### config.mk
export PLATFORM = sky130hd
export DESIGN_NAME = accum_32bit
export DESIGN_NICKNAME = d
export VERILOG_FILES = /design/src/rtl/accum_32bit.sv
export SDC_FILE = /design/constraint.sdc
export NUM_CORES = 1
export LEC_CHECK = 0
export ABC_AREA = 0
export BUFFER_PORTS_ARGS = -buffer_cell sky130_fd_sc_hd__buf_4
export CAP_MARGIN = 15
export CORE_ASPECT_RATIO = 1.75
export CORE_UTILIZATION = 56
export CTS_CLUSTER_DIAMETER = 30
export DETAILED_ROUTE_END_ITERATION = 12
export PLACE_DENSITY = 0.79
export SYNTH_ARGS = -nofsm -noshare
export SYNTH_HDL_FRONTEND = slang
export SYNTH_SLANG_ARGS = --single-unit
### constraint.sdc
create_clock -name clk -period 4.2 [get_ports clk]
set_clock_uncertainty 0.15 [all_clocks]
set_input_delay 0.42 -clock clk [delete_from_list [all_inputs] [get_ports clk]]
set_output_delay 0.42 -clock clk [all_outputs]
set_load 0.01 [all_outputs]
### src/rtl/accum_32bit.sv
// accum_32bit -- frame accumulator with carry and beat statistics.
//
// Sums every accepted 32-bit beat of a frame (modulo 2^32), counts the beats
// whose addition carried out of bit 32, and counts beats in the frame. The
// frame result is presented on out_* with a valid/ready handshake. No new
// beat is taken while a result is held, so frames never overlap.
//
// Ports
//   clk            sole clock, rising edge
//   rst_n          asynchronous active-low reset
//   in_valid       upstream presents in_data
//   in_ready       a beat is accepted this cycle when in_valid is also high
//   in_data        operand added to the running sum
//   in_last        final beat of a frame (only meaningful with in_valid)
//   out_valid      frame result held on out_*
//   out_ready      downstream takes the result
//   out_sum        frame sum modulo 2^32
//   out_carry_cnt  beats whose addition carried out (saturating)
//   out_carry_sat  a carry arrived while out_carry_cnt was already all-ones
//   out_beats      beats in the frame (saturating)

// adder_32bit -- 32-bit unsigned adder with carry out.
//   a, b  operands; s  sum modulo 2^32; c32  carry out of bit 32
module adder_32bit (
    input  logic [32:1] a,
    input  logic [32:1] b,
    output logic [32:1] s,
    output logic        c32
);
    assign {c32, s} = {1'b0, a} + {1'b0, b};
endmodule

// state | meaning
// IDLE  | no beat of the current frame yet; running sum treated as 0
// ACC   | mid-frame, accumulating beats
// HOLD  | result presented, waiting for out_ready; input stalled
module accum_32bit #(
    parameter int CNT_W = 8,
    parameter int LEN_W = 16
) (
    input  logic             clk,
    input  logic             rst_n,
    input  logic             in_valid,
    output logic             in_ready,
    input  logic [32:1]      in_data,
    input  logic             in_last,
    output logic             out_valid,
    input  logic             out_ready,
    output logic [32:1]      out_sum,
    output logic [CNT_W-1:0] out_carry_cnt,
    output logic             out_carry_sat,
    output logic [LEN_W-1:0] out_beats
);

    typedef enum logic [1:0] {
        IDLE = 2'd0,
        ACC  = 2'd1,
        HOLD = 2'd2
    } state_t;

    state_t           state_q;
    state_t           state_d;
    logic             live_q;
    logic [32:1]      sum_q;
    logic [CNT_W-1:0] cnt_q;
    logic             sat_q;
    logic [LEN_W-1:0] beats_q;

    logic [32:1]      add_a;
    logic [32:1]      add_s;
    logic             add_c32;
    logic             accept;
    logic             release_hold;

    // live_q keeps in_ready low while reset is asserted and raises it on the
    // first edge after release.
    assign in_ready     = live_q && (state_q != HOLD);
    assign out_valid    = (state_q == HOLD);
    assign accept       = in_valid && in_ready;
    assign release_hold = (state_q == HOLD) && out_ready;

    assign add_a = (state_q == IDLE) ? '0 : sum_q;

    adder_32bit u_adder (
        .a   (add_a),
        .b   (in_data),
        .s   (add_s),
        .c32 (add_c32)
    );

    always_comb begin
        state_d = state_q;
        case (state_q)
            IDLE: begin
                if (accept) begin
                    state_d = in_last ? HOLD : ACC;
                end
            end
            ACC: begin
                if (accept && in_last) begin
                    state_d = HOLD;
                end
            end
            HOLD: begin
                if (out_ready) begin
                    state_d = IDLE;
                end
            end
            default: state_d = IDLE;
        endcase
    end

    always_ff @(posedge clk or negedge rst_n) begin
        if (!rst_n) begin
            state_q <= IDLE;
            live_q  <= 1'b0;
            sum_q   <= '0;
            cnt_q   <= '0;
            sat_q   <= 1'b0;
            beats_q <= '0;
        end else begin
            state_q <= state_d;
            live_q  <= 1'b1;
            if (release_hold) begin
                sum_q   <= '0;
                cnt_q   <= '0;
                sat_q   <= 1'b0;
                beats_q <= '0;
            end else if (accept) begin
                sum_q <= add_s;
                if (add_c32) begin
                    if (&cnt_q) begin
                        sat_q <= 1'b1;
                    end else begin
                        cnt_q <= cnt_q + CNT_W'(1);
                    end
                end
                if (!(&beats_q)) begin
                    beats_q <= beats_q + LEN_W'(1);
                end
            end
        end
    end

    assign out_sum       = sum_q;
    assign out_carry_cnt = cnt_q;
    assign out_carry_sat = sat_q;
    assign out_beats     = beats_q;

endmodule

* Word-level counts from Yosys, hierarchy flattened *
Cells that the tools add are included.

storage, ports and cells
  register bits after elaboration = 60
  output and inout port bits = 59

cells by class
  muxes and demuxes = 19
  reductions and logical operators = 14
  equal/unequal tests = 8
  $add $sub $neg = 3

operators by type and width
  operator                 count
  $mux W32                 3
  $mux W16                 3
  $add A32 B32 Y33         1
  $mux W8                  4
  $add A16 B1 Y16 const B  1
  $reduce_and A16 Y1       1
  $ne A2 B2 Y1 const B     5
  $reduce_and A3 Y1        3
  $add A8 B1 Y8 const B    1
  $mux W2                  4
  $reduce_and A8 Y1        1
  $pmux W2 S3              1
  $reduce_bool A2 Y1       3
  $logic_and A1 B1 Y1      4
  $mux W1                  4
  $eq A2 B1 Y1 const B     1
  $eq A2 B2 Y1 const B     1
  $logic_not A2 Y1         1
  $ne A2 B1 Y1 const B     1
  $reduce_and A2 Y1        1

* Depth between registers and ports, before layout *
Gate-level depths: netlist of the first run.

  word-level depth = 6
  gate-level depth with buffers = 14

* Hierarchy *
From an unflattened synthesis of the first run, not the netlist that was laid out.

second synthesis, totals
  cells, all modules = 538
  area, all modules = 4738.3 µm²

by module, submodules not included
  module       instances  area each (µm²)  cells each  sequential area each (µm²)
  accum_32bit  1          2836.5           264         1501.4
  adder_32bit  1          1901.8           274         0.0

* Worst setup path after synthesis of the first run *
Ideal clock, no wire load.

  path kind = flip-flop to flip-flop
  start point = register state_q[1]
  end point = register cnt_q[7], in the netlist out_carry_cnt[7]
  path buffers = 2
  clock period less this slack = 3359 ps
  setup slack = 841 ps
  cell stages (with the launch flop) = 15
  data arrival time = 3076 ps
  cells stage by stage = dfrtp_1 nor2_1 clkbuf_1 nor2b_1 ha_1 fa_1 a21o_1 a21oi_1 o211ai_1 a211oi_1 nor3_2 nor2_2 buf_4 mux2i_1 nand2_1

between the ends
  longest elaborated chain between the ends = 5
  elaborated cells between the ends (all ways) = 13
  those cells by class = 1 x add/sub; 3 x eq/ne; 2 x mux; 7 x reduce/logical

ends and longest elaborated chain
  what                                                     line    source
  start: declaration                                       61      state_t state_q;
  start signal: assignment                                 122     state_q <= state_d;
  $logic_not A2 Y1 or $ne A2 B2 Y1 (tied branches)         82, 77
  $mux W32 or $logic_and A1 B1 Y1 (tied branches)          82, 77
  $add A32 B32 Y33 or $logic_and A1 B1 Y1 (tied branches)  30, 79
  $reduce_bool A2 Y1 (no line)                             -
  $reduce_and A3 Y1 (no line)                              -
  end signal: assignment                                   135     cnt_q <= cnt_q + CNT_W'(1);
  end: declaration                                         65      logic [CNT_W-1:0] cnt_q;

Parallel ways exist; a longest one is shown, timed or not.
A chain may end at the register's enable or synchronous reset.

* Worst setup path in the final report of the first run *
Same ends and word-level chain as after synthesis.

==> results of run 1 <==
[cell type report]
class                   instances  area (um^2)  share of cell area [%]
repair buffers                100          751                    13.5
clock inverters                 4         25.0                   0.451
clock buffers                  12          246                    4.44
flip-flops and latches         60         1500                    27.0
well taps                      90          113                    2.03
inverters                      17         63.8                    1.15
multi-input cells             439         2850                    51.4
[flip-flops by register name, indices dropped and copies added, names as in the netlist]
| register | cells |
|---|---|
| out_carry_sat | 1 |
| live_q | 1 |
| state_q | 2 |
| out_beats | 16 |
| out_sum | 32 |
| out_carry_cnt | 8 |
[final timing paths]
| check | end | slack (ps) | from |
|---|---|---|---|
| min in group clk | state_q[1] | 140 | out_ready |
| worst max register to register | out_carry_cnt[7] | 580 | state_q[1] |
| worst min-delay path | out_sum[12] | 10 | rst_n |
| max in group asynchronous | out_beats[2] | 3380 | rst_n |
| worst min register to register | out_carry_sat | 340 | out_carry_sat |
| worst max-delay path | out_carry_cnt[7] | 580 | state_q[1] |
[critical path, delay by kind of cell, from the launching register on]
family / cells / cell delay (ps)
simple gates: 7 / 1490
buf+inv: 1 / 260
compound gates: 2 / 530
flops: 1 / 410
fa+ha+maj: 1 / 390
mux: 1 / 250
[power breakdown]
group	leakage (nW)	total [mW]	internal [mW]	switching (mW)
clock	0.129	0.673	0.413	0.260
sequential	0.780	0.876	0.731	0.145
combinational	1.75	1.21	0.570	0.637
total	2.65	2.76	1.71	1.04
[cells by family (layout without fill, tap and decap cells)]
kind of cell	after synthesis	after routing	synth area share, %
xor gates and xnor gates	35	35	6.78
and+or+nand+nor	212	212	24.8
DFF	60	60	33.2
buffers and inverters	43	133	3.74
adders and majority gates	35	35	9.86
other	1	1	0.0830
AOI/OAI and AO/OA	154	154	21.1
muxes	2	2	0.443
[metrics by stage]
step,std cells,utilization (%),area (um^2)
6_report,722,70.7,5550
5_1_grt,722,70.7,5550
4_1_cts,722,70.7,5550
3_5_place_dp,706,67.3,5280
3_3_place_gp,706,67.3,5280
2_1_floorplan,542,-,4520
[cell usage in the layout (no fill, tap or decap), drive strengths merged, types with 4 or more instances in the layout]
cell    count
a21o       10
a21oi      44
and3        8
buf       100
clkbuf     12
dfrtp      60
ha         34
inv        17
nand2      39
nand2b      4
nand3      45
nand4      15
nor2       28
nor2b      37
nor3       10
o211ai      5
o21a        5
o21ai      55
o21bai      4
o31ai       7
or3        10
xnor2      17
xor2       18
[routing by layer]
layer  wire length, um  share of wire, %  vias up  GRT usage, %
met4               347               3.0        0          13.6
met3               522               4.5       27          6.58
met1              4390                38     2039          31.0
met5                 0                 0        -             0
met2              6390                55      120          51.7
li1                  -                 -     2132             -
==> out/qor.yml, run 1 <==
hold_path.class: "input pin to async pin"
synthMostInstantiatedCell: "dfrtp_1"
die_h_um: 121
max_stage_delay_ps: 500
post-route-drc-count: 0
row_count: 43
post-dp-hpwl_um: 8620
worst_slack_ps: 585
worst-r2r-cell-count: 12
synth_area_per_cell_um2: 8.34
synth_warnings: 0
maxCapViolations: 0
finalHoldViolations: 0
core_area_um2: 7860
cts.sinks: 60
cts_hold_buf: 0
grt_overflow_total: 0
netlist_top_cells_area: "dfrtp_1 33%, ha_1 9.4%, o21ai_0 5.9%"
leakage_nw: 2.65
antenna_cells: 0
fmax_mhz: 277
place_ws_ps: 600
drt_pass1_iterations: 5
ys.flop_type: "dfrtp_1"
slew_viol_final: 0
p_per_area_nw_per_um2: 496
viasPerCell: 5.98
place_congestion: 0.873
syn-num-nets: 614
syn_area_um2: 4520
drive_gt1_share_pct: 19.9
timing.hold.ws_ps: 13.4
crit_path_cell_trace: "nor2_2, buf_4, nor2b_1, ha_1, a21oi_1, nand3_1, or3_1, a211oi_1, nor3_2, nor2_2, mux2i_1, nand2_1"
grt_pass1_vias: 4229
synth_top_area_share_pct: 33.2
vias: 4318
areaGrowthSynthToFinish_pct: 22.9
worstPathMaxFanout: 21
ys_seq_area_share_pct: 33.2
relSlewSlack_pct: 48.5
initial_core_util_pct: 57.5
routedWlPerCell_um: 16.1
cts.clk_slew.worst_paths_ps: 50
period_needed_ps: 3620
pin_count: 96
track_usage_pct: 28.6
antenna_found_initial: 0
crit_path_start_kind: "register"
synth-edff-count: 0
cts_resized: 0
die_area_um2: 8450
setup_violations: 0
crit_top_cell: "nor2_2"
fill_cells: 653
io_buffers: 95
arrival_ps: 3670
grt_pass1_wl_um: 19100
drt_iter0_drc: 230
synthTopCellsByCount: "60 x dfrtp_1, 53 x o21ai_0, 45 x nand3_1"
fin_nets: 699
clockBufferDepth: 2
htreeDepth: 3
tns_ps: 0
cts_tree: "yes"
synth_cells: 542
ant_nets: 0
synth_top_area_cell: "dfrtp_1"
cts_setup_buffers: 0
clock_latency_ps: 330
dieWidth_um: 69.9
cts_made_buffers: 9
worstSetupPathType: "register to register"
cp.required_ps: 4260
period_share_pct: 86.1
ir_drop_mv: 0.361
synthArstFlopShare_pct: 100
status: "completed"
grt_max_degree: 61
crit_slowest_cell: "nor2_2"
tightest_slew_ps: 772
cp-end-kind: "register"
ys_types: 60
p_total_mw: 2.76
rsz0062_at_grt: "no"
drt-total-wl_um: 11700
synth-seq-cells: 60
clock-root-buffer: "clkbuf_16"
Note: power is estimated with default switching activity, not from simulation.
==> inputs of run 2 (changes only) <==
- CELL_PAD_IN_SITES_DETAIL_PLACEMENT: default -> 1
- CELL_PAD_IN_SITES_GLOBAL_PLACEMENT: default -> 1
- CORE_UTILIZATION: 56 -> 41
- PLACE_DENSITY: 0.79 -> 0.78
- SLEW_MARGIN: default -> 10
==> run 2 against run 1 <==
Effect of this change:
- worst setup slack worse by 110 ps
- non-clock buffer count shrank 1
- combinational power about the same
- routed wire length grew 18%
- worst hold slack gained 16 ps
- die area up 36%
- register-to-register slack worse by 110 ps
- critical path depth unchanged
- total power rose by 6.4%
- largest power group unchanged
==> out/qor.yml, run 2 (synthesis results as in run 1) <==
status: "completed"
areaGrowthSynthToFinish_pct: 25.3
pin_count: 96  # unchanged
crit_buf_inv: 1  # unchanged
cp_top_family: "simple AND/OR/NAND/NOR gates"
drt_pass1_iterations: 4  # -1
clock_latency_ps: 330  # about the same
tightest_slew_ps: 810  # +38.0 ps
grt_overflow_total: 0  # unchanged
crit_top_cell: "nor2_2"
grt_use_met1_pct: 27.0  # -4.0 points
cp.required_ps: 4250  # about the same
clockBufferDepth: 2  # unchanged
antenna_cells: 0  # unchanged
worstPathMaxFanout: 32  # +52%
dieWidth_um: 81.4  # +16%
grtUsageMet2_pct: 48.2  # -3.5 points
ir_drop_mv: 0.292  # -19%
setup_violations: 0  # unchanged
cts.clk_slew.worst_paths_ps: 50  # about the same
period_share_pct: 88.7  # +2.6 points
relSlewSlack_pct: 46.0  # -2.5 points
htreeDepth: 3  # unchanged
track_usage_pct: 25.6  # -3.0 points
worst-r2r-cell-count: 12  # unchanged
slew_viol_final: 0  # unchanged
drive_gt1_share_pct: 20.0  # +0.063 points
grt_pass1_vias: 4775  # +13%
fin_nets: 698  # -0.14%
routedWlPerCell_um: 18.1  # +12%
rr_startpoint: "state_q[1]"
cts_hold_buf: 0  # unchanged
max_stage_delay_ps: 480  # -20 ps
place_ws_ps: 487  # -113 ps
maxCapViolations: 0  # unchanged
initial_core_util_pct: 42.2  # -15 points
worstSetupPathType: "register to register"
post-route-drc-count: 0  # unchanged
tns_ps: 0  # unchanged
viasPerCell: 5.80  # -3.1%
vias: 4405  # +2.0%
leakage_nw: 2.68  # +1.1%
grt_max_degree: 61  # unchanged
grt_use_met3_pct: 4.72  # -1.9 points
crit_slowest_cell: "nor2_2"
fmax_mhz: 268  # -3.0%
die_h_um: 141  # +17%
grt_pass1_wl_um: 22700  # +19%
die_area_um2: 11500  # +36%
cts_resized: 0  # unchanged
antenna_found_initial: 0  # unchanged
crit_path_start_kind: "register"
cp-end-kind: "register"
io_buffers: 95  # unchanged
cts_made_buffers: 9  # unchanged
finalHoldViolations: 0  # unchanged
p_per_area_nw_per_um2: 518  # +4.4%
rsz0062_at_grt: "no"
worst_slack_ps: 474  # -111 ps
drt_iter0_drc: 160  # -30%
grt-busiest-layer: "met2"
layout_common_cells: "98 x buf_4, 60 x dfrtp_1, 53 x o21ai_0"
cts_tree: "yes"
cts_setup_buffers: 0  # unchanged
ant_nets: 0  # unchanged
clock-root-buffer: "clkbuf_16"
hold_path.class: "input pin to async pin"
crit_path_cell_trace: "nor2_2, buf_12, nor2b_1, ha_1, a21oi_1, nand3_1, or3_1, a211oi_1, nor3_2, nor2_2, mux2i_1, nand2_1"
cts.sinks: 60  # unchanged
final_common_cell: "buf_4"
post-dp-hpwl_um: 10200  # +19%
r2r_slack_ps: 470  # -110 ps
period_needed_ps: 3730  # +111 ps
drt-total-wl_um: 13700  # +18%
row_count: 50  # +16%
largest_register_ffs: 32  # unchanged
arrival_ps: 3770  # +100 ps
place_congestion: 0.841  # -3.7%
core_area_um2: 10700  # +36%
r2r_end: "out_carry_cnt[7]"
## run 2: cell types whose count changed in the layout (fill, tap and decap cells not counted), sizes merged
| cell | previous run | this run |
|---|---|---|
| bufinv | 0 | 2 |
| clkinv | 2 | 1 |
| buf | 100 | 99 |
| clkbuf | 12 | 11 |
| clkinvlp | 2 | 1 |
## run 2: stage by stage
| step | hold slack, ps | instance area, um^2 | total power [mW] | std cells | util (%) |
|---|---|---|---|---|---|
| floorplan | -25.6 | 4520 | 1.62 | 542 | - |
| global placement | 318 | 5340 | 2.08 | 745 | 49.9 |
| detailed placement | 331 | 5340 | 2.13 | 745 | 49.9 |
| CTS | 53.5 | 5660 | 2.96 | 760 | 52.9 |
| global route | 112 | 5660 | 3.12 | 760 | 52.9 |
| finish | 29.2 | 5660 | 2.93 | 760 | 52.9 |
## run 2: worst max path at each step
| stage | from | to | slack [ps] | cells past startpoint |
|---|---|---|---|---|
| 2_1_floorplan | state_q[1] | out_carry_cnt[7] | 840 | 14 |
| 3_3_place_gp | state_q[1] | out_carry_cnt[7] | 600 | 13 |
| 3_5_place_dp | state_q[1] | out_carry_cnt[7] | 490 | 12 |
| 4_1_cts | state_q[1] | out_carry_cnt[7] | 450 | 12 |
| 5_1_grt | state_q[1] | out_carry_cnt[7] | 220 | 13 |
| 6_report | state_q[1] | out_carry_cnt[7] | 470 | 12 |
## run 2: where the power goes
| part | switching (mW) | internal [mW] | leakage [nW] | total [mW] |
|---|---|---|---|---|
| logic | 0.669 | 0.574 | 1.75 | 1.24 |
| clock network | 0.269 | 0.547 | 0.158 | 0.816 |
| registers | 0.144 | 0.731 | 0.780 | 0.874 |
## run 2: area by class of cell
type | instances | area, um^2
Fill cell | 1284 | 5030
Multi-Input combinational cell | 439 | 2850
Sequential cell | 60 | 1500
Timing Repair Buffer | 99 | 756
Clock buffer | 11 | 253
Tap cell | 130 | 163
Clock inverter | 4 | 72.6
Inverter | 17 | 63.8
## run 2: metal layers
layer / share of wire [%] / vias to the layer above / wire, um
met5: 0 / - / 0
met2: 56 / 76 / 7750
li1: - / 2131 / -
met3: 3.5 / 24 / 475
met4: 2.6 / 0 / 359
met1: 38 / 2174 / 5160
==> inputs of run 3 (changes only) <==
- CORE_UTILIZATION: 41 -> 42
- CTS_BUF_LIST: default -> sky130_fd_sc_hd__clkbuf_2
- PLACE_DENSITY: 0.78 -> 0.8
==> run 3 against run 2 <==
Effect of this change:
- non-clock buffer count is 4 higher
- sequential share of layout area is 0.84 points higher
- register-to-register slack hardly changed
- global-route usage is 0.65 points higher
- fmax is 0.27% higher
- core utilization hardly changed
- worst hold slack better by 39 ps
- critical path depth is 1 higher
- routed wire length is 0.31% higher
- combinational power hardly changed
- cell count is 0.39% higher
- critical path type unchanged
- largest cell class unchanged
- largest power group unchanged
- highest routed layer unchanged
==> out/qor.yml, run 3 (synthesis results as in run 1) <==
status: "completed"
cp_top_family: "compound AO/OA/AOI/OAI gates"
setup_violations: 0  # unchanged
drt_iter0_drc: 163  # +1.9%
period_share_pct: 88.5  # -0.24 points
grtUsageMet2_pct: 49.4  # +1.2 points
rsz0062_at_grt: "no"
drt_pass1_iterations: 4  # unchanged
cts_tree: "yes"
htreeDepth: 3  # unchanged
leakage_nw: 2.61  # -2.7%
cts_made_buffers: 9  # unchanged
grt_pass1_wl_um: 22800  # +0.33%
tns_ps: 0  # unchanged
relSlewSlack_pct: 46.0  # about the same
antenna_found_initial: 1  # +1
initial_core_util_pct: 43.6  # +1.4 points
grt_max_degree: 61  # unchanged
max_stage_delay_ps: 500  # +20 ps
crit_path_start_kind: "register"
crit_buf_inv: 1  # unchanged
slew_viol_final: 0  # unchanged
post-dp-hpwl_um: 10300  # +0.25%
period_needed_ps: 3720  # -10.1 ps
grt_use_met1_pct: 26.3  # -0.72 points
clock_latency_ps: 550  # +220 ps
cts_setup_buffers: 0  # unchanged
grt_pass1_vias: 4845  # +1.5%
arrival_ps: 4020  # +250 ps
drive_gt1_share_pct: 19.8  # -0.16 points
vias: 4479  # +1.7%
ir_drop_mv: 0.240  # -18%
cts_hold_buf: 4  # +4
row_count: 49  # -2.0%
track_usage_pct: 26.3  # +0.65 points
post-route-drc-count: 0  # unchanged
ant_nets: 0  # unchanged
grt_overflow_total: 0  # unchanged
fmax_mhz: 269  # +0.27%
worstPathMaxFanout: 32  # unchanged
crit_path_cell_trace: "nor2_2, buf_12, nor2b_1, ha_1, fa_1, a21o_1, a21oi_1, o211ai_1, a211oi_1, nor3_2, nor2_2, a21oi_1, o21ai_0"
io_buffers: 95  # unchanged
pin_count: 96  # unchanged
clock-root-buffer: "clkbuf_2"
clockBufferDepth: 2  # unchanged
die_h_um: 139  # -1.2%
areaGrowthSynthToFinish_pct: 21.5
cp-end-kind: "register"
grt_use_met3_pct: 5.44  # +0.72 points
cts.sinks: 60  # unchanged
die_area_um2: 11200  # -2.3%
cts.clk_slew.worst_paths_ps: 180  # +130 ps
drt-total-wl_um: 13800  # +0.31%
core_area_um2: 10400  # -3.1%
p_per_area_nw_per_um2: 457  # -12%
finalHoldViolations: 0  # unchanged
hold_path.class: "input pin to register"
grt-busiest-layer: "met2"
place_congestion: 0.831  # -1.2%
cts_resized: 0  # unchanged
post-route-util_pct: 53.0  # about the same
dieWidth_um: 80.4  # -1.2%
layout_common_cells: "98 x buf_4, 60 x dfrtp_1, 53 x o21ai_0"
viasPerCell: 5.87  # +1.3%
routedWlPerCell_um: 18.1  # about the same
p_total_mw: 2.51  # -15%
largest_register_ffs: 32  # unchanged
final_common_cell: "buf_4"
fill_cells: 1283  # -0.078%
worstSetupPathType: "register to register"
crit_slowest_cell: "nor2_2"
maxCapViolations: 0  # unchanged
tightest_slew_ps: 811  # +0.480 ps
cp.required_ps: 4510  # +260 ps
fin_nets: 702  # +0.57%
-- run 3: layer usage --
| metal | share of wire [%] | vias to the layer above |
|---|---|---|
| met1 | 37 | 2215 |
| li1 | - | 2133 |
| met2 | 55 | 95 |
| met3 | 3.6 | 36 |
| met5 | 0 | - |
| met4 | 4.2 | 0 |
-- run 3: layout make-up --
class                           instances  area (um^2)  area share, %
Clock inverter                          7         67.6           1.23
Timing Repair Buffer                  103          796           14.5
Antenna cell                            1         2.50         0.0456
Tap cell                              127          159           2.89
Sequential cell                        60         1500           27.4
Clock buffer                            9         45.0          0.821
Multi-Input combinational cell        439         2850           52.0
Inverter                               17         63.8           1.16
-- run 3: path summary, 6_finish.rpt --
| kind | slack [ps] | end | depth (start not counted) | from |
|---|---|---|---|---|
| max | 480 | out_carry_cnt[0] | 13 | state_q[1] |
| min | 70 | out_sum[1] | 4 | in_data[1] |
| max reg2reg | 480 | out_carry_cnt[0] | 13 | state_q[1] |
| min reg2reg | 360 | state_q[0] | 1 | state_q[1] |
| max in group asynchronous | 3040 | out_sum[22] | 2 | rst_n |
| min in group asynchronous | 320 | out_sum[8] | 2 | rst_n |
-- run 3: power breakdown --
group | total [mW] | internal (mW) | switching, mW
Clock | 0.386 | 0.134 | 0.252
Combinational | 1.25 | 0.578 | 0.668
Sequential | 0.874 | 0.727 | 0.148
-- run 3: worst min-delay path: cells and delay by family --
family,cells,cell delay (ps)
adder cells (fa/ha/maj),1,120
AO/OA/AOI/OAI,1,60
AND/OR/NAND/NOR,1,40
buffers and inverters,1,80
-- run 3: per-stage QoR --
stage | cell area (um^2) | setup WS, ps | instances | hold WS, ps
after floorplan | 4520 | 841 | 542 | -25.6
after global placement | 5330 | 653 | 742 | 317
after detailed placement | 5330 | 530 | 742 | 330
after CTS | 5490 | 464 | 762 | 36.7
after global routing | 5490 | 94.9 | 763 | 69.1
final | 5490 | 484 | 763 | 68.5
